[src/rtl/flag_pkg.sv]
// flag_pkg: shared types and constants for the flag painters and the slideshow scheduler
package flag_pkg;
  localparam int CORDW = 10;
  typedef logic [3:0] chan_t;
  typedef struct packed {
    chan_t r;
    chan_t g;
    chan_t b;
  } rgb_t;
  typedef enum logic [1:0] {HOLD, WIPE, PAUSED} show_state_t;
endpackage

[src/rtl/rise_detect.sv]
// rise_detect: one-cycle pulse on a rising level; a level already high when reset ends never pulses
module rise_detect (
  input  logic clk_pix,
  input  logic rst_pix_n,
  input  logic in,
  output logic out
);
  logic prev_q, prev_d, arm_q, arm_d;
  // capture the previous level; arm only after the first post-reset sample so a held button is ignored
  always_comb begin
    prev_d = in;
    arm_d  = 1'b1;
  end
  // edge history registers
  always_ff @(posedge clk_pix or negedge rst_pix_n) begin
    if (!rst_pix_n) begin
      prev_q <= 1'b0;
      arm_q  <= 1'b0;
    end else begin
      prev_q <= prev_d;
      arm_q  <= arm_d;
    end
  end
  assign out = arm_q & in & ~prev_q;
endmodule

[src/rtl/flag_show_sched.sv]
// flag_show_sched: slideshow scheduler with hold, left-to-right wipe, user advance and pause
module flag_show_sched
  import flag_pkg::*;
#(
  parameter int NFLAGS      = 4,
  parameter int HOLD_FRAMES = 300,
  parameter int WIPE_STEP   = 8,
  parameter int H_RES       = 640
) (
  input  logic                      clk_pix,
  input  logic                      rst_pix_n,
  input  logic [CORDW-1:0]          sx,
  input  logic [CORDW-1:0]          sy,
  input  logic                      de,
  input  logic                      frame,
  input  logic                      btn_next,
  input  logic                      btn_pause,
  input  logic [4*NFLAGS-1:0]       flag_r,
  input  logic [4*NFLAGS-1:0]       flag_g,
  input  logic [4*NFLAGS-1:0]       flag_b,
  output logic [3:0]                paint_r,
  output logic [3:0]                paint_g,
  output logic [3:0]                paint_b,
  output logic [$clog2(NFLAGS)-1:0] flag_sel,
  output logic                      wiping,
  output logic                      paused
);
  localparam int SW  = $clog2(NFLAGS);
  localparam int FCW = $clog2(HOLD_FRAMES) + 1;
  show_state_t     state_q, state_d;
  logic [SW-1:0]    cur_q, cur_d, nxt, pix_sel;
  logic [FCW-1:0]   cnt_q, cnt_d;
  logic [CORDW-1:0] wipe_x_q, wipe_x_d;
  logic             pend_q, pend_d, pend_t;
  rgb_t             paint_q, paint_d;
  rgb_t             pal [2**SW];
  logic             next_evt, pause_evt, wipe_done, expire;
  logic [CORDW:0]   wipe_sum;
  logic             unused_sy;
  assign unused_sy = ^sy;
  rise_detect u_next (.clk_pix(clk_pix), .rst_pix_n(rst_pix_n), .in(btn_next), .out(next_evt));
  rise_detect u_pause (.clk_pix(clk_pix), .rst_pix_n(rst_pix_n), .in(btn_pause), .out(pause_evt));
  for (genvar i = 0; i < 2**SW; i++) begin : g_pal
    if (i < NFLAGS) begin : g_real
      assign pal[i] = '{r: flag_r[4*i +: 4], g: flag_g[4*i +: 4], b: flag_b[4*i +: 4]};
    end else begin : g_pad
      assign pal[i] = '0;
    end
  end
  assign nxt       = (cur_q == SW'(NFLAGS - 1)) ? '0 : cur_q + 1'b1;
  assign wipe_sum  = {1'b0, wipe_x_q} + (CORDW + 1)'(WIPE_STEP);
  assign wipe_done = wipe_sum >= (CORDW + 1)'(H_RES);
  assign expire    = frame && (cnt_q == FCW'(HOLD_FRAMES - 1));
  assign pend_t    = pend_q ^ pause_evt;
  // slideshow sequencing: pause beats advance/expiry in HOLD, a pause during a wipe is deferred
  always_comb begin
    state_d  = state_q;
    cur_d    = cur_q;
    cnt_d    = cnt_q;
    wipe_x_d = wipe_x_q;
    pend_d   = pend_q;
    case (state_q)
      HOLD: begin
        if (pause_evt) state_d = PAUSED;
        else if (next_evt || expire) begin
          state_d  = WIPE;
          wipe_x_d = '0;
          cnt_d    = '0;
        end else if (frame) cnt_d = cnt_q + 1'b1;
      end
      WIPE: begin
        pend_d = pend_t;
        if (frame && wipe_done) begin
          cur_d    = nxt;
          wipe_x_d = '0;
          cnt_d    = '0;
          state_d  = pend_t ? PAUSED : HOLD;
          pend_d   = 1'b0;
        end else if (frame) wipe_x_d = wipe_sum[CORDW-1:0];
      end
      PAUSED: begin
        if (pause_evt) state_d = HOLD;
        else if (next_evt) begin
          cur_d = nxt;
          cnt_d = '0;
        end
      end
      default: state_d = HOLD;
    endcase
  end
  // pixel colour: left of the wipe edge shows the incoming flag, blanking outside the active region
  always_comb begin
    pix_sel = (state_q == WIPE && sx < wipe_x_q) ? nxt : cur_q;
    paint_d = de ? pal[pix_sel] : '0;
  end
  // state and pixel registers
  always_ff @(posedge clk_pix or negedge rst_pix_n) begin
    if (!rst_pix_n) begin
      state_q  <= HOLD;
      cur_q    <= '0;
      cnt_q    <= '0;
      wipe_x_q <= '0;
      pend_q   <= 1'b0;
      paint_q  <= '0;
    end else begin
      state_q  <= state_d;
      cur_q    <= cur_d;
      cnt_q    <= cnt_d;
      wipe_x_q <= wipe_x_d;
      pend_q   <= pend_d;
      paint_q  <= paint_d;
    end
  end
  assign paint_r  = paint_q.r;
  assign paint_g  = paint_q.g;
  assign paint_b  = paint_q.b;
  assign flag_sel = cur_q;
  assign wiping   = state_q == WIPE;
  assign paused   = state_q == PAUSED;
endmodule

[config.mk]
export PLATFORM = sky130hd
export DESIGN_NAME = flag_show_sched
export DESIGN_NICKNAME = d
export VERILOG_FILES = /design/src/rtl/flag_pkg.sv /design/src/rtl/rise_detect.sv /design/src/rtl/flag_show_sched.sv
export SDC_FILE = /design/constraint.sdc
export NUM_CORES = 1
export LEC_CHECK = 0
export ABC_AREA = 1
export ABC_CLOCK_PERIOD_IN_PS = 1770
export CORE_MARGIN = 2
export CORE_UTILIZATION = 42
export DETAILED_ROUTE_END_ITERATION = 8
export GPL_TIMING_DRIVEN = 0
export PLACE_DENSITY = 0.77
export SLEW_MARGIN = 40
export SYNTH_ARGS = -nofsm -noshare
export SYNTH_HDL_FRONTEND = slang
export SYNTH_SLANG_ARGS = --single-unit
[constraint.sdc]
create_clock -name clk_pix -period 1.77 [get_ports clk_pix]
set_input_delay 0.354 -clock clk_pix [delete_from_list [all_inputs] [get_ports clk_pix]]
set_output_delay 0.354 -clock clk_pix [all_outputs]
set_load 0.05 [all_outputs]
==> results of run 1 <==
[routing by layer]
layer	global-route usage, %	share of wire [%]	up-vias
met5	0	0	-
met4	6.93	2.4	0
met3	6.88	7.4	19
met2	41.5	50	113
met1	27.5	40	1351
li1	-	-	1473
[power groups by stage]
stage | Sequential (mW) | Clock, mW | Combinational, mW
finish | 1.22 | 0.889 | 4.55
global route | 1.26 | 0.935 | 4.91
CTS | 1.22 | 0.897 | 4.05
detailed placement | 1.25 | 0 | 3.40
global placement | 1.23 | 0 | 3.37
floorplan | 1.72 | 0 | 1.97
[logic make-up (layout without fill, tap and decap cells)]
group / count (synthesis) / after routing / share of synthesized area, %
other cells: 1 / 1 / 0.138
buf+inv: 95 / 205 / 14.1
xor+xnor: 10 / 10 / 3.23
flops: 37 / 37 / 34.1
fa+ha+maj: 13 / 13 / 5.99
simple gates: 211 / 211 / 35.2
compound gates: 36 / 36 / 7.19
[worst max path at each step]
| stage | to | slack, ps | depth (start not counted) |
|---|---|---|---|
| finish | paint_g[1] | -220 | 14 |
| CTS | paint_b[2] | -130 | 14 |
| detailed placement | paint_g[0] | -610 | 12 |
| floorplan | paint_b[0] | 7 | 14 |
| global placement | flag_sel[1] | -630 | 1 |
| global route | paint_g[1] | -320 | 14 |
[flip-flops by register name, summed over array words and instances, names as in the netlist]
| signal | count |
|---|---|
| cnt_q | 10 |
| wipe_x_q | 7 |
| paint_b | 4 |
| paint_g | 4 |
| paint_r | 4 |
| flag_sel | 2 |
| state_q | 2 |
| pend_q | 1 |
| u_next.prev_q | 1 |
| u_pause.arm_q | 1 |
| u_pause.prev_q | 1 |
[repair_timing]
item	4_1_cts	5_1_grt
setup buffers	18	2
cloned	4	0
gates resized for setup	82	71
endpoints found under the setup margin	46	35
pin swaps	27	23
[critical path, delay by kind of cell, from the launching register on]
kind / cells / cell delay [ps]
buffers and inverters: 2 / 270
flip-flops: 1 / 410
AND/OR/NAND/NOR: 10 / 880
adder cells (fa/ha/maj): 1 / 220
AO/OA/AOI/OAI: 1 / 130
[layout make-up]
type / instances / share of cell area [%]
flip-flops and latches: 37 / 20.6
well taps: 77 / 2.13
multi-input cells: 271 / 42.4
repair buffers: 102 / 22.2
clock buffers: 5 / 1.52
clock inverters: 3 / 1.44
plain buffers: 13 / 2.91
inverters: 82 / 6.81
[cell usage in the layout, fill, tap and decap left out, types with 5 or more instances in the layout]
cell type        instances
clkdlybuf4s50_1         52
dlygate4sd2_1           21
buf_6                   13
xor2_1                   7
inv_1                   74
nand2_4                  7
nand4_1                  5
a21oi_2                 11
nand3_2                 24
nand3_1                 37
o21ai_0                  6
buf_4                   18
clkbuf_8                 6
dfrtp_1                 35
nor2_1                  15
inv_2                    8
nand2_1                 80
nand2_2                 24
ha_4                     9
==> impl_metrics.toml, run 1 <==
[status]
status = "finished, violations left"
violations = "setup timing"

[yosys]
syn_area_per_cell_um2 = 6.73
synth_area_leaders = "dfrtp_1 34%, nand2_1 15%, nand3_1 11%, inv_1 11%, ha_1 6.0%"
synthArstFlopShare_pct = 100
synth_seq_cells = 37
yosys.area.top_type = "dfrtp_1"
yosysWarnings = 0
synth-main-ff-cell = "dfrtp_1"
syn_area_um2 = 2710
syn_inst = 403
synth.distinct_cells = 33
seq_area_frac_synth_pct = 34.1
yosysMostFrequentCell = "nand2_1"
synthTopCellsByCount = "108 x nand2_1, 81 x inv_1, 62 x nand3_1"
synth_edf_count = 0
yosysTopAreaCellShare_pct = 34.1
syn_nets = 490

[setup_path]
path_cells = "inv_2, ha_4, nand2_2, nand2_1, nand2_1, nand2_1, nand2_2, nand4_4, nand2_4, nand2_8, buf_8, nand2_2, nand3_2, a21oi_2"
reg2reg_depth = 14
reg2reg_to = "paint_g[1]"
reg2reg_slack_ps = -220
worstPathArrival_ps = 2210
rr_startpoint = "wipe_x_q[3]"
worstPathRequired_ps = 1990
startpoint_type = "register"
critPathCaptureType = "register"
slowest_delay_ps = 410
crit_path_start = "wipe_x_q[3]"
crit_fanout = 7
crit_slowest_cell = "dfrtp_1"
critPathKind = "register to register"

[sta]
finalClockSkew_ps = 7.24
maxSlewHeadroom_pct = 53.3
maxSlewViolCount = 0
tns_ps = -3090
post-route-min-period_ps = 1990
rsz0062_at_grt = "true"
setup_viol = 32
fin_hold_ws_ps = 25.7
hold_viol = 0
fmax_mhz = 502
setup_ws_ps = -221
tightestPinTransition_ps = 701
fin_crit_sh_pct = 112

[power_and_ir_drop]
p_switching_mw = 3.20
p_clk_share_pct = 13.3
power_mw = 6.67
p_leak_nw = 2.27
seqPwrFrac_pct = 18.4
p_int_mw = 3.47
switching_share_pct = 48.0
p_comb_share_pct = 68.3
p_per_area_nw_per_um2 = 1480
vdd_drop_max_v = 0.00110

[global_routing]
grt_max_degree = 22
grt_pass1_vias = 2986
antenna_found_initial = 0
grt_pass1_wl_um = 13700
grt_use_total_pct = 23.4
grt-ovfl-total = 0

[placed_design]
place_area_um2 = 3700
dpl.hpwl_um = 5470
portBuffers = 77
dp.cells = 558
dp_worst_setup_slack_ps = -608
gp_congestion = 0.933

[drt]
drcViolationCount = 0
wl_per_cell_um = 14.2
first_pass_iters = 4
vias_per_cell = 5.01
totalWireLength_um = 8360
drt.antenna.violating_nets = 0
first_iter_violations = 141
vias = 2956

[final_layout]
nets = 599
multi_input_area_um2 = 1920
fillCellCount = 478
drive_above_1_share_pct = 29.8
regArea_um2 = 928
stdcell_count = 590
diodes = 0
stdcell_area_um2 = 4520
synthToLayoutAreaGrowth_pct = 66.4
post-route-util_pct = 71.5

[flow_run]
max_cap_violations = 0

[clock_network]
clk_path_buf_depth = 2
cts_buffers = 5
clkLatencyLatePin_ps = 300
cts-htree-levels = 2
tritoncts = "done"
cts_hold_buf = 0
clock-sinks = 37
cts_root_buffer = "clkbuf_8"
cts.clk_slew.worst_paths_ps = 80

[die]
die-area_um2 = 7120
initial_core_util_pct = 43.0
die_x_um = 84.4
rows = 29
die_y_um = 84.4
num_io_pins = 90
core_area_um2 = 6310

[min_path]
hp-class = "input pin to async pin"
(Power assumes the default switching activity.)
==> inputs of run 2 (changes only) <==
--- a/config.mk
+++ b/config.mk
@@ -12,6 +12,7 @@
 export DETAILED_ROUTE_END_ITERATION = 8
 export GPL_TIMING_DRIVEN = 0
 export PLACE_DENSITY = 0.77
+export REMOVE_ABC_BUFFERS = 1
 export SLEW_MARGIN = 40
 export SYNTH_ARGS = -nofsm -noshare
 export SYNTH_HDL_FRONTEND = slang
==> impl_metrics.toml, run 2 (same netlist as run 1, synthesis figures left out) <==
[drt]
drcViolationCount = 0
first_pass_iters = 6
first_iter_violations = 221
vias_per_cell = 5.41
vias = 3216
drt.antenna.violating_nets = 0
totalWireLength_um = 9910
wl_per_cell_um = 16.7

[clock_network]
clkLatencyLatePin_ps = 300
clock-sinks = 37
cts_root_buffer = "clkbuf_8"
cts.clk_slew.worst_paths_ps = 80
tritoncts = "done"
cts_buffers = 5
cts_hold_buf = 0
clk_path_buf_depth = 2
cts-htree-levels = 2

[sta]
setup_ws_ps = -313
maxSlewViolCount = 0
finalClockSkew_ps = 13.7
tightestPinTransition_ps = 608
rsz0062_at_grt = "true"
maxSlewHeadroom_pct = 59.4
post-route-min-period_ps = 2080
fmax_mhz = 480
hold_viol = 0
setup_viol = 24
fin_crit_sh_pct = 118

[final_layout]
diodes = 0
multi_input_area_um2 = 2070
synthToLayoutAreaGrowth_pct = 69.2
nets = 604
most-common-layout-cells = "83 x nand2_1, 72 x inv_1, 52 x clkdlybuf4s50_1"
regMostFlops = "cnt_q"
final_common_cell = "nand2_1"
top_regs = "cnt_q x10, wipe_x_q x7"
drive_above_1_share_pct = 31.3
post-route-util_pct = 72.8
largest_register_ffs = 10
regArea_um2 = 927
fillCellCount = 448

[setup_path]
rr_startpoint = "wipe_x_q[4]"
reg2reg_depth = 13
endpoint = "paint_r[2]"
reg2reg_slack_ps = -310
worstPathArrival_ps = 2230
startpoint_type = "register"
critPathCaptureType = "register"
crit_fanout = 7
crit_path_start = "wipe_x_q[4]"
worstPathRequired_ps = 1910
critPathKind = "register to register"
reg2reg_to = "paint_r[2]"

[die]
rows = 29
initial_core_util_pct = 43.0
die_y_um = 84.4
num_io_pins = 90
die-area_um2 = 7120
die_x_um = 84.4
core_area_um2 = 6310

[power_and_ir_drop]
p_leak_nw = 2.28
vdd_drop_max_v = 0.000749
power_mw = 6.76
p_per_area_nw_per_um2 = 1470

[min_path]
hp-class = "input pin to async pin"

[global_routing]
grt_pass1_vias = 2840
grt_pass1_wl_um = 12800
grt_use_total_pct = 22.1
grt-ovfl-total = 0
antenna_found_initial = 0
grt_max_degree = 38

[status]
status = "finished, violations left"
violations = "setup timing"

[flow_run]
max_cap_violations = 0

[placed_design]
gp_congestion = 0.851
portBuffers = 77
dpl.hpwl_um = 4870
==> run 2: changes by cell type in the layout (fill, tap and decap cells not counted), moves of 4 or more <==
cell,delta
nand3_1,-7
buf_4,+9
nand2_8,+4
nand3_2,+6
buf_6,-8
==> run 2: area by class of cell <==
type                    instances  share of cell area [%]
repair inverters                1                   0.109
repair buffers                113                    23.8
multi-input cells             277                    45.2
clock buffers                   6                    1.58
well taps                      77                    2.10
flip-flops and latches         37                    20.2
clock inverters                 2                   0.218
inverters                      82                    6.84
==> run 2: worst min-delay path by stage <==
| stage | start | end | slack (ps) | cells after the start |
|---|---|---|---|---|
| 2_1_floorplan | rst_pix_n | cnt_q[0] | 60 | 0 |
| 3_3_place_gp | state_q[1] | state_q[1] | 490 | 2 |
| 3_5_place_dp | rst_pix_n | wipe_x_q[7] | 350 | 1 |
| 4_1_cts | rst_pix_n | cnt_q[7] | 40 | 1 |
| 5_1_grt | rst_pix_n | cnt_q[6] | 60 | 1 |
| 6_report | rst_pix_n | cnt_q[6] | 10 | 1 |
==> run 2: what timing repair did <==
| item | in CTS | in global routing |
|---|---|---|
| pin swaps | 16 | 28 |
| gates resized for setup | 81 | 89 |
| setup endpoints to repair | 46 | 38 |
| gates cloned | 4 | 5 |
| setup buffers | 15 | 20 |
==> run 2: critical path, stage by stage, from the launching register on <==
cell	delay, ps
dfrtp_1	400
inv_1	130
ha_4	230
nand2_2	60
inv_2	40
buf_4	130
nand3_2	80
nand4_4	140
buf_6	170
nand2_8	130
buf_6	160
nand3_1	90
nand3_2	90
a21oi_2	60
==> run 2: power breakdown <==
group,internal (mW),total (mW),switching [mW]
Combinational,1.84,4.93,3.09
Sequential,1.07,1.23,0.156
Clock,0.274,0.597,0.324
Total,3.18,6.76,3.57
==> run 2: metrics by stage <==
step                instance area (um^2)  hold slack [ps]  setup TNS (ps)  setup slack (ps)  cells
finish                              4590             9.88           -3350              -313    595
global route                        4590             55.4           -6080              -389    595
CTS                                 3990             36.0           -2020              -207    571
detailed placement                  3510              353          -22550             -1110    544
global placement                    3510              487          -43520             -1120    544
floorplan                           2640             58.4          -11880              -770    390
==> run 2: layer usage <==
metal | global-route usage (%) | vias up | part of all wire, %
met5 | 0 | - | 0
met4 | 8.08 | 0 | 5.7
met3 | 6.39 | 56 | 8.2
met2 | 38.4 | 186 | 49
met1 | 26.1 | 1480 | 37
li1 | - | 1494 | -
==> inputs of run 3 (changes only) <==
--- a/config.mk
+++ b/config.mk
@@ -7,10 +7,10 @@
 export LEC_CHECK = 0
 export ABC_AREA = 1
 export ABC_CLOCK_PERIOD_IN_PS = 1770
-export CORE_MARGIN = 2
 export CORE_UTILIZATION = 42
 export DETAILED_ROUTE_END_ITERATION = 8
 export GPL_TIMING_DRIVEN = 0
+export HOLD_SLACK_MARGIN = 0.05
 export PLACE_DENSITY = 0.77
 export REMOVE_ABC_BUFFERS = 1
 export SLEW_MARGIN = 40
==> impl_metrics.toml, run 3 (same netlist as run 1, synthesis figures left out) <==
[clock_network]
clock-sinks = 37
cts-htree-levels = 2
cts_root_buffer = "clkbuf_8"
clkLatencyLatePin_ps = 290
cts_buffers = 5
tritoncts = "done"
cts.clk_slew.worst_paths_ps = 90
clk_path_buf_depth = 2

[final_layout]
synthToLayoutAreaGrowth_pct = 74.4
most-common-layout-cells = "72 x inv_1, 68 x nand2_1, 52 x clkdlybuf4s50_1"
stdcell_area_um2 = 4730
diodes = 0
top_regs = "cnt_q x10, wipe_x_q x7"
fillCellCount = 369
drive_above_1_share_pct = 32.2
regMostFlops = "cnt_q"
regArea_um2 = 926
final_common_cell = "inv_1"
multi_input_area_um2 = 2090
largest_register_ffs = 10
nets = 607

[sta]
rsz0062_at_grt = "true"
post-route-min-period_ps = 2150
maxSlewHeadroom_pct = 63.4
setup_viol = 34
fin_crit_sh_pct = 121
tns_ps = -6620
hold_viol = 0
maxSlewViolCount = 0
fmax_mhz = 466
finalClockSkew_ps = 11.9
setup_ws_ps = -377
tightestPinTransition_ps = 552

[setup_path]
critPathCaptureType = "register"
crit_top_cell = "nand3_2"
startpoint_type = "register"
slowest_delay_ps = 400
crit_fanout = 6
crit_slowest_cell = "dfrtp_1"
worstPathArrival_ps = 2350
worstPathRequired_ps = 1980
reg2reg_slack_ps = -380
critPathKind = "register to register"
path_cells = "inv_2, ha_4, nand2_2, nor2_4, nand3_2, nand4_4, nand2_4, buf_12, buf_12, nand3_2, nand3_2, a21oi_2"

[die]
die_x_um = 82.4
initial_core_util_pct = 44.8
rows = 28
num_io_pins = 90
core_area_um2 = 6060
die_y_um = 82.4
die-area_um2 = 6790

[global_routing]
grt_pass1_wl_um = 13600
grt_use_total_pct = 26.7
grt_pass1_vias = 3040
antenna_found_initial = 0
grt_max_degree = 22
grt-ovfl-total = 0

[drt]
wl_met2_um = 5520
wl_met1_um = 3780
wl_met3_um = 856
first_pass_iters = 8
maxUsedRoutingLayer = "met4"
vias_per_cell = 5.67
first_iter_violations = 356
vias = 3377
drcViolationCount = 0
drt.antenna.violating_nets = 0
totalWireLength_um = 10700
wl_per_cell_um = 18.0

[min_path]
hp-class = "register to register"

[placed_design]
portBuffers = 77
dpl.hpwl_um = 4900
gp_congestion = 0.819
place_area_um2 = 3530

[flow_run]
max_cap_violations = 0

[power_and_ir_drop]
p_leak_nw = 2.33
p_per_area_nw_per_um2 = 1550
vdd_drop_max_v = 0.000932

[status]
status = "finished, violations left"
violations = "setup timing"
==> run 3: worst max-delay path: cells and delay by family, from the launching register on <==
family | cells | cell delay, ps
compound gates | 1 | 150
flops | 1 | 400
simple gates | 7 | 860
buf+inv | 3 | 370
fa+ha+maj | 1 | 270
==> run 3: final timing paths <==
| path | startpoint | endpoint | depth (start not counted) |
|---|---|---|---|
| worst max-delay path | wipe_x_q[6] | paint_r[2] | 12 |
| worst min-delay path | cnt_q[8] | cnt_q[8] | 2 |
| worst max register to register | wipe_x_q[6] | paint_r[2] | 12 |
| worst min register to register | cnt_q[8] | cnt_q[8] | 2 |
| max in group asynchronous | rst_pix_n | u_pause.prev_q | 3 |
| min in group asynchronous | rst_pix_n | paint_g[1] | 2 |
==> run 3: timing repair <==
item / 4_1_cts / 5_1_grt
hold endpoints to repair: 16 / 0
hold buffers: 1 / 0
pin swaps: 40 / 42
setup buffers: 20 / 17
setup endpoints to repair: 48 / 37
cloned: 6 / 2
gates resized for setup: 91 / 99
==> run 3: layout make-up <==
cell class,count,share of cell area [%]
Clock buffer,6,1.75
Clock inverter,2,0.793
Inverter,82,6.64
Multi-Input combinational cell,277,44.2
Sequential cell,37,19.6
Tap cell,75,1.98
Timing Repair Buffer,116,25.0
Timing Repair inverter,1,0.159
==> run 3: routing by layer <==
layer,global-route usage (%),up-vias
met2,44.8,226
met5,0,-
met4,13.9,0
met1,30.7,1586
li1,-,1501
met3,7.91,64
==> run 3: power breakdown <==
group	switching, mW	leakage (nW)	total [mW]	internal (mW)
registers	0.167	0.487	1.24	1.07
clock network	0.329	0.0574	0.788	0.459
logic	3.30	1.78	5.33	2.03
==> run 3: through the flow <==
| stage | hold WS (ps) | total power, mW | std cells | setup WS (ps) | utilization (%) |
|---|---|---|---|---|---|
| global placement | 492 | 4.22 | 542 | -1050 | 57.8 |
| global route | 552 | 7.67 | 596 | -451 | 78.1 |
| finish | 538 | 7.36 | 596 | -377 | 78.1 |
| detailed placement | 320 | 4.30 | 543 | -1090 | 58.2 |
| floorplan | 58.4 | 3.34 | 390 | -770 | - |
| CTS | 518 | 6.24 | 578 | -176 | 69.8 |
